`src/rtl/riscv_pipe_pkg.sv`:
```
// Shared definitions for the RISC-V pipeline registers: default widths,
// the canonical NOP encoding and the elastic-buffer state encoding.
package riscv_pipe_pkg;

  localparam int unsigned XLEN_DEF = 32;
  localparam int unsigned ILEN_DEF = 32;

  // addi x0, x0, 0
  localparam logic [31:0] NOP_INSTR = 32'h0000_0013;

  typedef logic [1:0] pipe_state_t;

  localparam pipe_state_t ST_EMPTY = 2'd0;
  localparam pipe_state_t ST_HEAD  = 2'd1;
  localparam pipe_state_t ST_FULL  = 2'd2;

  // Occupancy transition of a 1- or 2-entry elastic buffer.
  // flush wins over any simultaneous accept or dequeue. With skid_en=0 the
  // buffer never enters FULL (a single-entry stage only accepts when the
  // head is leaving or absent).
  function automatic pipe_state_t pipe_next_state(
    input pipe_state_t st,
    input logic        acc,
    input logic        deq,
    input logic        flush,
    input logic        skid_en
  );
    pipe_state_t nxt;
    nxt = st;
    if (flush) begin
      nxt = ST_EMPTY;
    end else begin
      case (st)
        ST_EMPTY: begin
          if (acc) nxt = ST_HEAD;
        end
        ST_HEAD: begin
          if (acc && !deq)      nxt = skid_en ? ST_FULL : ST_HEAD;
          else if (!acc && deq) nxt = ST_EMPTY;
        end
        ST_FULL: begin
          if (deq) nxt = ST_HEAD;
        end
        default: nxt = ST_EMPTY;
      endcase
    end
    return nxt;
  endfunction

endpackage

```
`src/rtl/pipe_skid_buf.sv`:
```
// Generic WIDTH-bit elastic buffer with valid/ready on both sides.
// SKID=1: head + skid entry, o_ready comes straight from a flop.
// SKID=0: head entry only, o_ready = !o_valid | i_ready (combinational).
// Synchronous flush drops every held entry; data registers keep their
// contents so the head data stays visible while o_valid is low.
module pipe_skid_buf #(
  parameter int unsigned WIDTH = 64,
  parameter bit          SKID  = 1'b1
) (
  input  logic             clk,
  input  logic             rst_n,
  input  logic             i_flush,
  input  logic             i_valid,
  output logic             o_ready,
  input  logic [WIDTH-1:0] i_data,
  output logic             o_valid,
  input  logic             i_ready,
  output logic [WIDTH-1:0] o_data
);
  import riscv_pipe_pkg::*;

  pipe_state_t      r_state;
  pipe_state_t      w_state_nxt;
  logic [WIDTH-1:0] r_head;
  logic [WIDTH-1:0] r_skid;
  logic             w_acc;
  logic             w_deq;

  assign o_valid = (r_state != ST_EMPTY);
  assign o_data  = r_head;
  assign w_acc   = i_valid & o_ready;
  assign w_deq   = o_valid & i_ready;

  // Next occupancy state from handshake and flush
  always_comb begin
    w_state_nxt = pipe_next_state(r_state, w_acc, w_deq, i_flush, SKID);
  end

  // Occupancy state register
  always_ff @(posedge clk or negedge rst_n) begin
    if (!rst_n) r_state <= ST_EMPTY;
    else        r_state <= w_state_nxt;
  end

  // Entry storage: head is always the older entry, skid the younger one
  always_ff @(posedge clk or negedge rst_n) begin
    if (!rst_n) begin
      r_head <= '0;
      r_skid <= '0;
    end else if (!i_flush) begin
      case (r_state)
        ST_EMPTY: begin
          if (w_acc) r_head <= i_data;
        end
        ST_HEAD: begin
          if (w_acc && w_deq) r_head <= i_data;
          else if (w_acc)     r_skid <= i_data;
        end
        ST_FULL: begin
          if (w_deq) r_head <= r_skid;
        end
        default: ;
      endcase
    end
  end

  generate
    if (SKID) begin : g_skid
      logic r_in_ready;

      // Registered ready: precomputed from the next state so there is no
      // path from i_ready to o_ready
      always_ff @(posedge clk or negedge rst_n) begin
        if (!rst_n) r_in_ready <= 1'b1;
        else        r_in_ready <= (w_state_nxt != ST_FULL);
      end

      assign o_ready = r_in_ready;
    end else begin : g_noskid
      assign o_ready = ~o_valid | i_ready;
    end
  endgenerate

endmodule

```
`src/rtl/if_id_pipe_reg.sv`:
```
// IF/ID pipeline register: {PC, instruction} held in an elastic buffer,
// NOP substituted whenever no live instruction is presented, and PC+4
// derived from the registered head PC.
module if_id_pipe_reg #(
  parameter int unsigned         XLEN      = riscv_pipe_pkg::XLEN_DEF,
  parameter int unsigned         ILEN      = riscv_pipe_pkg::ILEN_DEF,
  parameter bit                  SKID      = 1'b1,
  parameter logic [ILEN-1:0]     NOP_INSTR = ILEN'(riscv_pipe_pkg::NOP_INSTR)
) (
  input  logic            clk,
  input  logic            reset,
  input  logic            in_valid,
  output logic            in_ready,
  input  logic [XLEN-1:0] PC_in,
  input  logic [ILEN-1:0] instruction_in,
  input  logic            flush,
  output logic            out_valid,
  input  logic            out_ready,
  output logic [XLEN-1:0] PC_out,
  output logic [XLEN-1:0] PC4_out,
  output logic [ILEN-1:0] instruction_out
);
  localparam int unsigned W = XLEN + ILEN;

  logic [W-1:0] w_in_data;
  logic [W-1:0] w_head;
  logic         w_valid;

  assign w_in_data = {PC_in, instruction_in};

  pipe_skid_buf #(
    .WIDTH (W),
    .SKID  (SKID)
  ) u_buf (
    .clk     (clk),
    .rst_n   (reset),
    .i_flush (flush),
    .i_valid (in_valid),
    .o_ready (in_ready),
    .i_data  (w_in_data),
    .o_valid (w_valid),
    .i_ready (out_ready),
    .o_data  (w_head)
  );

  assign out_valid       = w_valid;
  assign PC_out          = w_head[W-1:ILEN];
  assign instruction_out = w_valid ? w_head[ILEN-1:0] : NOP_INSTR;
  assign PC4_out         = PC_out + XLEN'(4);

endmodule

```
`config.mk`:
```
export PLATFORM = sky130hd
export DESIGN_NAME = if_id_pipe_reg
export DESIGN_NICKNAME = d
export VERILOG_FILES = /design/src/rtl/riscv_pipe_pkg.sv /design/src/rtl/pipe_skid_buf.sv /design/src/rtl/if_id_pipe_reg.sv
export SDC_FILE = /design/constraint.sdc
export NUM_CORES = 1
export LEC_CHECK = 0
export ABC_AREA = 1
export CORE_MARGIN = 5
export CORE_UTILIZATION = 40
export CTS_CLUSTER_DIAMETER = 80
export CTS_CLUSTER_SIZE = 40
export DETAILED_ROUTE_END_ITERATION = 12
export PLACE_DENSITY = 0.72
export SLEW_MARGIN = 0
export SYNTH_ARGS = -nofsm -noshare
export SYNTH_HDL_FRONTEND = slang
export SYNTH_SLANG_ARGS = --single-unit
```
`constraint.sdc`:
```
create_clock -name clk -period 1.65 [get_ports clk]
set_input_delay 0.165 -clock clk [delete_from_list [all_inputs] [get_ports clk]]
set_output_delay 0.165 -clock clk [all_outputs]
set_load 0.005 [all_outputs]
```
# Word-level counts from Yosys, hierarchy flattened
# Cells that the tools add are included.
# word_totals
ff_bits	131
input_bits	69
output_inout_bits	98
# classes
n_addsub	1
n_eq_ne	6
mux	11
bitwise	4
reduce_logical	10
# ops
op	n
2-to-1 mux 64 bit	3
one-hot mux 64 bit (3 select lines)	1
adder 32 x 3 -> 32 bit, second input constant	1
2-to-1 mux 32 bit	1
2-to-1 mux 2 bit	5
!= test 2 x 1 -> 1 bit, second input constant	3
one-hot mux 2 bit (3 select lines)	1
AND reduction 5 bit	1
AND reduction 4 bit	1
logical AND 1 bit	3
nonzero test 3 bit	1
bitwise AND 1 bit	2
== test 2 x 1 -> 1 bit, second input constant	1
== test 2 bit, second input constant	1
zero test 1 bit	2
zero test 2 bit	1
!= test 2 bit, second input constant	1
inverter 1 bit	2
nonzero test 2 bit	1

# Logic depth before layout (Yosys ltp)
# depth
word_depth	8
mapped_depth	8

# By module
# A second synthesis with hierarchy kept.
# hier_totals
hier_cells	1044
area_unflattened_um2	7313.3
# by_module_without_submodules
module	instances	cells_each	area_each_um2	seq_area_each_um2
pipe_skid_buf	1	804	6216.0	3279.4
if_id_pipe_reg	1	240	1097.3	0.0

# Least setup slack after synthesis
# Ideal clock, no wire load.
# synth_timing
kind	reg2out
start	reg u_buf.r_head[35], in the netlist u_buf.o_data[35]
end	out PC4_out[14]
arrival_ns	1.237
t_required_ns	1.485
slack_ns	0.248
stages_incl_launch_ff	7
n_path_buf	0
cell_sequence	dfrtp_1 ha_1 nand2_1 nor2_1 nand2_1 nor2_1 xor2_1
# synth_via
elab_chain_len	1
# synth_lines
item	line	text
start, declared	pipe_skid_buf.sv:24	logic [WIDTH-1:0] r_head;
start signal, assigned	pipe_skid_buf.sv:53	if (w_acc) r_head <= i_data;
start signal, assigned	pipe_skid_buf.sv:56	if (w_acc && w_deq) r_head <= i_data;
start signal, assigned	pipe_skid_buf.sv:60	if (w_deq) r_head <= r_skid;
adder 32 x 3 -> 32 bit	if_id_pipe_reg.sv:49	assign PC4_out = PC_out + XLEN'(4);
end, declared	if_id_pipe_reg.sv:20	output logic [XLEN-1:0] PC4_out,
# No other way between the ends.

# Final worst setup path
# layout_timing
start	reg u_buf.r_head[39], in the netlist u_buf.o_data[39]
end	out PC4_out[20]
# The elaborated chain is that of the path after synthesis.

==> impl_metrics.toml <==
[drt]
ant_nets = 0
post-route-drc-count = 0
vias = 6804
drtPass1Iterations = 5
wl_per_cell_um = 14.39
vias_per_cell = 4.722
first_iter_violations = 400
postRouteWirelength_um = 20740

[worst_setup_path]
crit_fanout = 4
cp-start-kind = "flop"
critPathArrivalTime_ns = 1.93
critical_path_class = "reg2out"
worstPathRequired_ns = 1.48
crit_path_end_kind = "primary output"

[clocking]
h-tree-depth = 4
cts.sinks = 131
clk_pin_slew_ns = 0.06
clk_path_buf_depth = 2
ctsRootBufferMaster = "clkbuf_16"
cts-buffers-inserted = 17
cts_tree = "yes"
clk_latency_ns = 0.41

[timing]
period_needed_ns = 2.095
timing.final.ws_setup_ns = -0.4455
final.setup_skew_ns = 0.009934
fmax_ghz = 0.4772
setup_viol = 44
final-hold-violation-count = 0
rsz0062_at_grt = "yes"
fin_crit_sh = 1.270
relSlewSlack = 0.7611
slew_violations = 0
tightest_slew_ns = 0.3584

[grt]
overflow = 0
gr-usage-all-layers = 0.2000
grt_pass1_vias = 6600
grt_pass1_wl_um = 32370
antenna_found_initial = 1
grt_max_degree = 70

[outcome]
violations = "setup timing"
status = "finished, violations left"

[die]
die_w_um = 141.7
core_area_um2 = 17180
fp.dieH_um = 141.7
io-pin-count = 167
rows = 48
dieArea_um2 = 20090
start_util = 0.4042

[synthesis]
synth-seq-cells = 131
yosysUniqueCellTypes = 25
synthCells = 954
yosysSeqAreaShare = 0.4723
synth_edf_count = 0
synth_nets = 1024
ys_async_sr_fraction = 1.000
yosys_warnings = 0
avgSynthCellArea_um2 = 7.278
synth-main-ff-cell = "dfrtp_1"
syn_area_um2 = 6943

[cells_and_area]
layout.nets = 1273
final_common_cell = "nand2_1"
area_growth_pct = 53.18
layout_common_cells = "309 x nand2_1, 124 x dfrtp_1, 113 x inv_1"
fillCellCount = 1457
layout-drive-gt1-share = 0.2845
fin_util = 0.6192
num_antenna_cells = 0

[power_and_ir_drop]
sequentialPowerShare = 0.379
comb_power_share = 0.284
vdd_drop_max_uv = 824.2
p_int_mw = 8.249
clock_power_share = 0.337
p_per_area_nw_per_um2 = 1098
swShare = 0.2933
power.leakage_nw = 5.361
p_switching_mw = 3.424

[worst_hold_path]
min_path_type = "in2async"

[placed_design]
port_buffers = 166
dpl_worst_slack_ns = -0.3156
dp_hpwl_um = 13650
gp_congestion = 0.8770

[run]
drv_cap = 0
[worst max-delay path: stages (launching register included)]
cell      delay (ns)
dfrtp_1         0.43
nand2_2         0.11
nor2_4          0.15
buf_6           0.13
nand3b_1        0.16
buf_6           0.18
o21ai_1         0.11
nand2_1         0.10
buf_2           0.14
[per-layer routing]
layer  vias to the layer above  share of wire  global-route usage
met5                         -        0.00063                   0
met2                       237           0.48              0.3268
met3                        30          0.072             0.05325
li1                       3389              -                   -
met4                         2          0.016             0.05758
met1                      3146           0.43              0.2624
[Yosys cell counts, types with 2 or more instances]
master / n / area [um^2]
xnor2_1: 6 / 52.55
nand3_1: 12 / 60.06
o21ai_0: 73 / 365.4
buf_4: 43 / 322.8
buf_2: 29 / 145.1
nor2_2: 2 / 12.51
inv_1: 117 / 439.2
or2_2: 3 / 18.77
clkbuf_1: 5 / 18.77
o21ai_1: 97 / 485.5
nand3b_1: 5 / 37.54
nand2_1: 333 / 1250
xor2_1: 9 / 78.83
dfrtp_1: 130 / 3253
nor2_1: 78 / 292.8
inv_2: 3 / 11.26
[kinds of logic after synthesis]
| group | share of synthesized area |
|---|---|
| adders and majority gates | 0.001802 |
| DFF | 0.4723 |
| AOI/OAI and AO/OA | 0.1249 |
| buffers and inverters | 0.1366 |
| xor gates and xnor gates | 0.01892 |
| and+or+nand+nor | 0.2455 |
[state kept, by name, indices dropped and copies added (netlist names)]
register	count
u_buf.o_data	64
u_buf.r_state	2
u_buf.o_ready	1
u_buf.r_skid	64
[path summary, 6_finish.rpt]
kind	from	endpoint	slack, ns	depth (start not counted)
worst max register to register	u_buf.o_ready	u_buf.o_data[43]	0.08	8
worst min register to register	u_buf.o_data[4]	u_buf.o_data[4]	0.49	2
worst min-delay path	reset	u_buf.o_data[14]	0.22	2
min in group clk	PC_in[9]	u_buf.r_skid[41]	0.31	3
worst max-delay path	u_buf.o_data[39]	PC4_out[20]	-0.45	8
max in group asynchronous	reset	u_buf.o_data[28]	0.81	3
[layout make-up]
class / count / area [um^2] / area share
Multi-Input combinational cell: 625 / 3171 / 0.2981
Inverter: 120 / 452.9 / 0.04259
Tap cell: 225 / 281.5 / 0.02647
Timing Repair Buffer: 308 / 2825 / 0.2656
Clock buffer: 19 / 432.9 / 0.04071
Clock inverter: 13 / 185.2 / 0.01741
Sequential cell: 131 / 3287 / 0.3091
[power groups by stage]
stage               combinational, mW  sequential (mW)  clock, mW
floorplan                        1.40             4.37          0
global placement                 2.88             4.39          0
detailed placement               2.94             4.43          0
CTS                              3.11             4.38       4.02
global route                     3.66             4.51       4.16
finish                           3.32             4.42       3.94
[through the flow]
stage | cells | power (mW) | cell area (um^2) | TNS (ns) | hold WS (ns)
2_1_floorplan | 954 | 5.767 | 6943 | 0 | -0.1306
3_3_place_gp | 1349 | 7.277 | 9173 | -4.429 | 0.09540
3_5_place_dp | 1349 | 7.369 | 9173 | -5.295 | 0.09003
4_1_cts | 1427 | 11.50 | 10280 | -8.564 | 0.2060
5_1_grt | 1441 | 12.33 | 10640 | -12.47 | 0.2554
6_report | 1441 | 11.67 | 10640 | -8.499 | 0.2211
[what timing repair did]
action	CTS	global route
setup endpoints to repair	67	107
gates resized for setup	334	125
hold buffers	1	0
setup buffers	45	21
cloned	1	0
endpoints found under the hold margin	32	0
pin swaps	41	39
Power figures use the tool's default switching activity.
==> RTL edit 1 (config.mk and constraints unchanged) <==
`SKID` is set to 1'b1 in 2 places; all go to 1'b0.
--- a/src/rtl/pipe_skid_buf.sv
+++ b/src/rtl/pipe_skid_buf.sv
@@ -7,3 +7,3 @@
   parameter int unsigned WIDTH = 64,
-  parameter bit          SKID  = 1'b1
+  parameter bit          SKID  = 1'b0
 ) (
--- a/src/rtl/if_id_pipe_reg.sv
+++ b/src/rtl/if_id_pipe_reg.sv
@@ -6,3 +6,3 @@
   parameter int unsigned         ILEN      = riscv_pipe_pkg::ILEN_DEF,
-  parameter bit                  SKID      = 1'b1,
+  parameter bit                  SKID      = 1'b0,
   parameter logic [ILEN-1:0]     NOP_INSTR = ILEN'(riscv_pipe_pkg::NOP_INSTR)
Function: changed (Yosys sat finds a counterexample within 4 cycles, from zero or initial values and one cycle with reset low).
==> RTL edit 1 against the unedited design <==
The run still ends with setup timing left. Maximum frequency increased by 0.34%. Synthesized area down 43%. Highest routed layer is now met4. Clock power shrank 61%. Sequential cell count decreased by 66. Clock skew hardly changed. Power down 45%. Largest power group is now combinational logic. Final area decreased by 28%. Sequential power decreased by 50%. Worst setup slack improved by 0.0072 ns. Wire length is 18% lower.
==> RTL edit 1: results (changes against the unedited design) <==
Worst Skew - 0.00946 ns (-0.000471 ns)
antenna violations before repair - 0 (-1)
leakage - 4.08 nW (-24%)
Synth cell types - 23 (-8.0%)
Synth area leaders - dfrtp_1 (41%), nand2_1 (21%), nand3_1 (7.0%)
pre-CTS setup slack - -0.381 ns (-0.0658 ns)
layout cells sized above 1 - 43.2% (+15 points)
pin count of the biggest net entering global routing - 66 (-5.7%)
Worst-Margin Slew - 0.368 ns (+0.00934 ns)
DR iter-0 viols - 252 (-37%)
Post-Syn Nets - 619 (-40%)
Final HPWL DP - 9200 um (-33%)
final setup fails - 87 (+98%)
vias in the first global route - 4,268 (-35%)
final setup slack of the worst path - -0.438 ns (+0.00719 ns)
worst ir drop on vdd - 0.431 mV (-48%)
setup slack, reg-to-reg - -0.08 ns (-0.16 ns)
nets - 875 (-31%)
clk_lat worst skew - 0.35 ns (-0.06 ns)
dpl cell area - 5870 um2 (-36%)
outcome - finished, violations left
Avg WL per Cell - 18.1 um (+26%)
Routability Congestion - 0.901 (+2.8%)
first-pass GRT wire length - 20,800 um (-36%)
failing checks - setup timing
Reg clk slew, reported paths - 0.08 ns (+0.02 ns)
[RTL edit 1: worst paths after layout]
path	from	endpoint	cells past startpoint
max	u_buf.o_data[38]	PC4_out[18]	7
min	PC_in[17]	u_buf.o_data[49]	3
max reg2reg	u_buf.r_state[0]	u_buf.o_data[37]	9
min reg2reg	u_buf.o_data[28]	u_buf.o_data[28]	2
max in group asynchronous	reset	u_buf.o_data[47]	3
min in group asynchronous	reset	u_buf.o_data[41]	3
[RTL edit 1: repair_timing]
| action | 4_1_cts | 5_1_grt |
|---|---|---|
| setup buffers | 34 | 22 |
| pin swaps | 29 | 43 |
| resized for setup | 203 | 236 |
| hold buffers | 1 | 0 |
| endpoints found under the setup margin | 64 | 119 |
| cloned | 3 | 22 |
| hold endpoints to repair | 65 | 0 |
[RTL edit 1: per-stage QoR]
stage          util, %  TNS [ns]  hold slack, ns  cells
3_3_place_gp      60.6    -10.65           0.207    851
5_1_grt           79.1    -15.33           0.355    941
2_1_floorplan        -         0          -0.131    548
4_1_cts           66.5    -15.03           0.343    902
3_5_place_dp      60.6    -19.53           0.206    851
6_report          79.1     -9.77           0.348    941
[RTL edit 1: cell families after synthesis]
| logic type | share of synthesized area (%) |
|---|---|
| simple gates | 35.9 |
| fa+ha+maj | 0.633 |
| buf+inv | 15.5 |
| flops | 41.2 |
| xor+xnor | 3.52 |
| compound gates | 3.36 |
[RTL edit 1: report_power, final]
group | switching (mW) | leakage, nW | internal (mW)
Sequential | 0.301 | 0.800 | 1.90
Clock | 0.666 | 0.104 | 0.881
Combinational | 1.17 | 3.18 | 1.48
Total | 2.14 | 4.08 | 4.27
[RTL edit 1: tightest hold or removal path, cell delays in order]
cell	delay, ns
clkdlybuf4s50_1	0.39
nand2_1	0.07
nand2_1	0.04
[RTL edit 1: layer usage]
metal  track usage [%]  share of wire [%]  routed length [um]
met2              37.7                 51                8680
met4              6.59                2.9                 490
met1              27.4                 37                6360
met5                 0                  0                   0
met3              5.17                8.9                1530
[RTL edit 1: cell type report]
class                           count  area [um2]
Timing Repair Buffer              299        3070
Multi-Input combinational cell    366        2340
Fill cell                         616        2020
Sequential cell                    65        1630
Inverter                           63         241
Tap cell                          133         166
Clock buffer                       10         138
Clock inverter                      5        80.1
==> RTL edit 2 (same settings) <==
Without the edit above. Make the reset (`rst_n`) synchronous in 3 clocked blocks.
--- a/src/rtl/pipe_skid_buf.sv
+++ b/src/rtl/pipe_skid_buf.sv
@@ -39,3 +39,3 @@
   // Occupancy state register
-  always_ff @(posedge clk or negedge rst_n) begin
+  always_ff @(posedge clk) begin
     if (!rst_n) r_state <= ST_EMPTY;
@@ -45,3 +45,3 @@
   // Entry storage: head is always the older entry, skid the younger one
-  always_ff @(posedge clk or negedge rst_n) begin
+  always_ff @(posedge clk) begin
     if (!rst_n) begin
@@ -72,3 +72,3 @@
       // path from i_ready to o_ready
-      always_ff @(posedge clk or negedge rst_n) begin
+      always_ff @(posedge clk) begin
         if (!rst_n) r_in_ready <= 1'b1;
Check against the original RTL: differs if reset is asserted again (counterexample within 4 cycles, from zero or initial values and one cycle with reset low); with reset held inactive, the same outputs for 4 cycles.
==> RTL edit 2 against the unedited design <==
The flow still finishes with violations (setup timing). Synthesized area is 8.0% higher. First-iteration DRC count is 0.50% lower. Largest cell class is now multi-input combinational cells. Highest routed layer unchanged. Final area is 4.6% higher. Worst setup slack better by 0.17 ns. Wire length is 12% higher. Sequential cell count stayed put.
Power is not compared: it rests on default switching activity, and its combinational part moved more than twofold at a synthesized area within 25%.
==> RTL edit 2: results (changes against the unedited design) <==
failing checks - setup timing
most instantiated cells after synthesis - nand2_1 (284), nor2_1 (206), inv_1 (174)
WP data arrival - 1.76 ns (-0.17 ns)
Synth cell types - 27 (+8.0%)
final setup fails - 26 (-41%)
Crit-path slowest cell - dfxtp_4
met1 Resource Use GR - 25.3% (-0.95 points)
final setup slack of the worst path - -0.273 ns (+0.172 ns)
Post-Syn Nets - 1,278 (+25%)
GR Util met2 - 35.4% (+2.8 points)
pin count of the biggest net entering global routing - 57 (-19%)
Seq/Total Area, Yosys - 35.0% (-12 points)
first-pass GRT wire length - 36,500 um (+13%)
Hold WC Path Type - input port to register
DR iter-0 viols - 398 (-0.50%)
layout cells sized above 1 - 22.6% (-5.9 points)
via count - 7,810 (+15%)
outcome - finished, violations left
nets - 1,485 (+17%)
setup tns final - -4.28 ns (+4.22 ns)
async set-reset flop share out of synthesis - 0% (-100 points)
Routability Congestion - 0.848 (-3.3%)
Top FF cell, synth - dfxtp_1
Global Route Usage Sum - 20.4% (+0.40 points)
Synth area leaders - dfxtp_1 (35%), nand2_1 (14%), nor2_1 (10%)
## RTL edit 2: cell count changes in the layout (fill, tap and decap cells not counted), sizes merged, moves of 64 or more
cell and delta:
nor2 +129, o21ai -105, dfxtp +131, a21oi +64
dfrtp -130, nand3 +123
## RTL edit 2: final cells by class
| cell class | count | area, um2 |
|---|---|---|
| Fill cell | 1723 | 7460 |
| Multi-Input combinational cell | 796 | 3990 |
| Timing Repair Buffer | 293 | 2850 |
| Sequential cell | 131 | 2680 |
| Inverter | 176 | 671 |
| Clock buffer | 22 | 484 |
| Tap cell | 234 | 293 |
| Clock inverter | 9 | 151 |
## RTL edit 2: power groups by stage
stage	sequential, mW	clock [mW]	combinational (mW)
after floorplan	3.48	0	0.758
after global placement	3.48	0	1.42
after detailed placement	3.48	0	1.44
after CTS	3.43	4.13	1.42
after global routing	3.46	4.27	1.72
final	3.44	4.03	1.54
## RTL edit 2: path summary, 6_finish.rpt
path / to / cells past startpoint / startpoint
setup / recovery: PC4_out[20] / 10 / u_buf.o_data[34]
hold / removal: u_buf.o_data[55] / 3 / reset
setup reg to reg: u_buf.o_data[56] / 10 / u_buf.r_state[0]
hold reg to reg: u_buf.r_skid[19] / 2 / u_buf.r_skid[19]
## RTL edit 2: tightest hold or removal path: stages
cell     delay, ns
buf_4         0.22
nand2_1       0.11
nor2_1        0.03
## RTL edit 2: repair_timing
item                                    in CTS  in global routing
cloned                                       0                  8
endpoints found under the setup margin      65                 78
pin swaps                                   47                 36
setup buffers                               27                 16
resized for setup                          298                100
## RTL edit 2: kinds of logic after synthesis
kind of cell | Yosys count | share of synthesized area, %
AND/OR/NAND/NOR | 649 | 36.2
buffers and inverters | 281 | 18.1
AO/OA/AOI/OAI | 131 | 8.78
flip-flops | 131 | 35.0
XOR/XNOR | 15 | 1.75
adder cells (fa/ha/maj) | 1 | 0.167
## RTL edit 2: through the flow
| stage | setup WS [ns] | cell area [um2] | hold slack [ns] | cells |
|---|---|---|---|---|
| CTS | -0.237 | 10600 | 0.133 | 1641 |
| floorplan | 0.0515 | 7500 | 0.256 | 1208 |
| global placement | -0.370 | 9540 | 0.430 | 1584 |
| global route | -0.371 | 11100 | 0.151 | 1661 |
| finish | -0.273 | 11100 | 0.168 | 1661 |
| detailed placement | -0.366 | 9540 | 0.434 | 1584 |
## RTL edit 2: per-layer routing
layer | vias up | part of all wire, %
met5 | - | 0.082
met4 | 4 | 1.1
met3 | 26 | 6.0
met2 | 201 | 49
met1 | 3499 | 44
li1 | 4080 | -
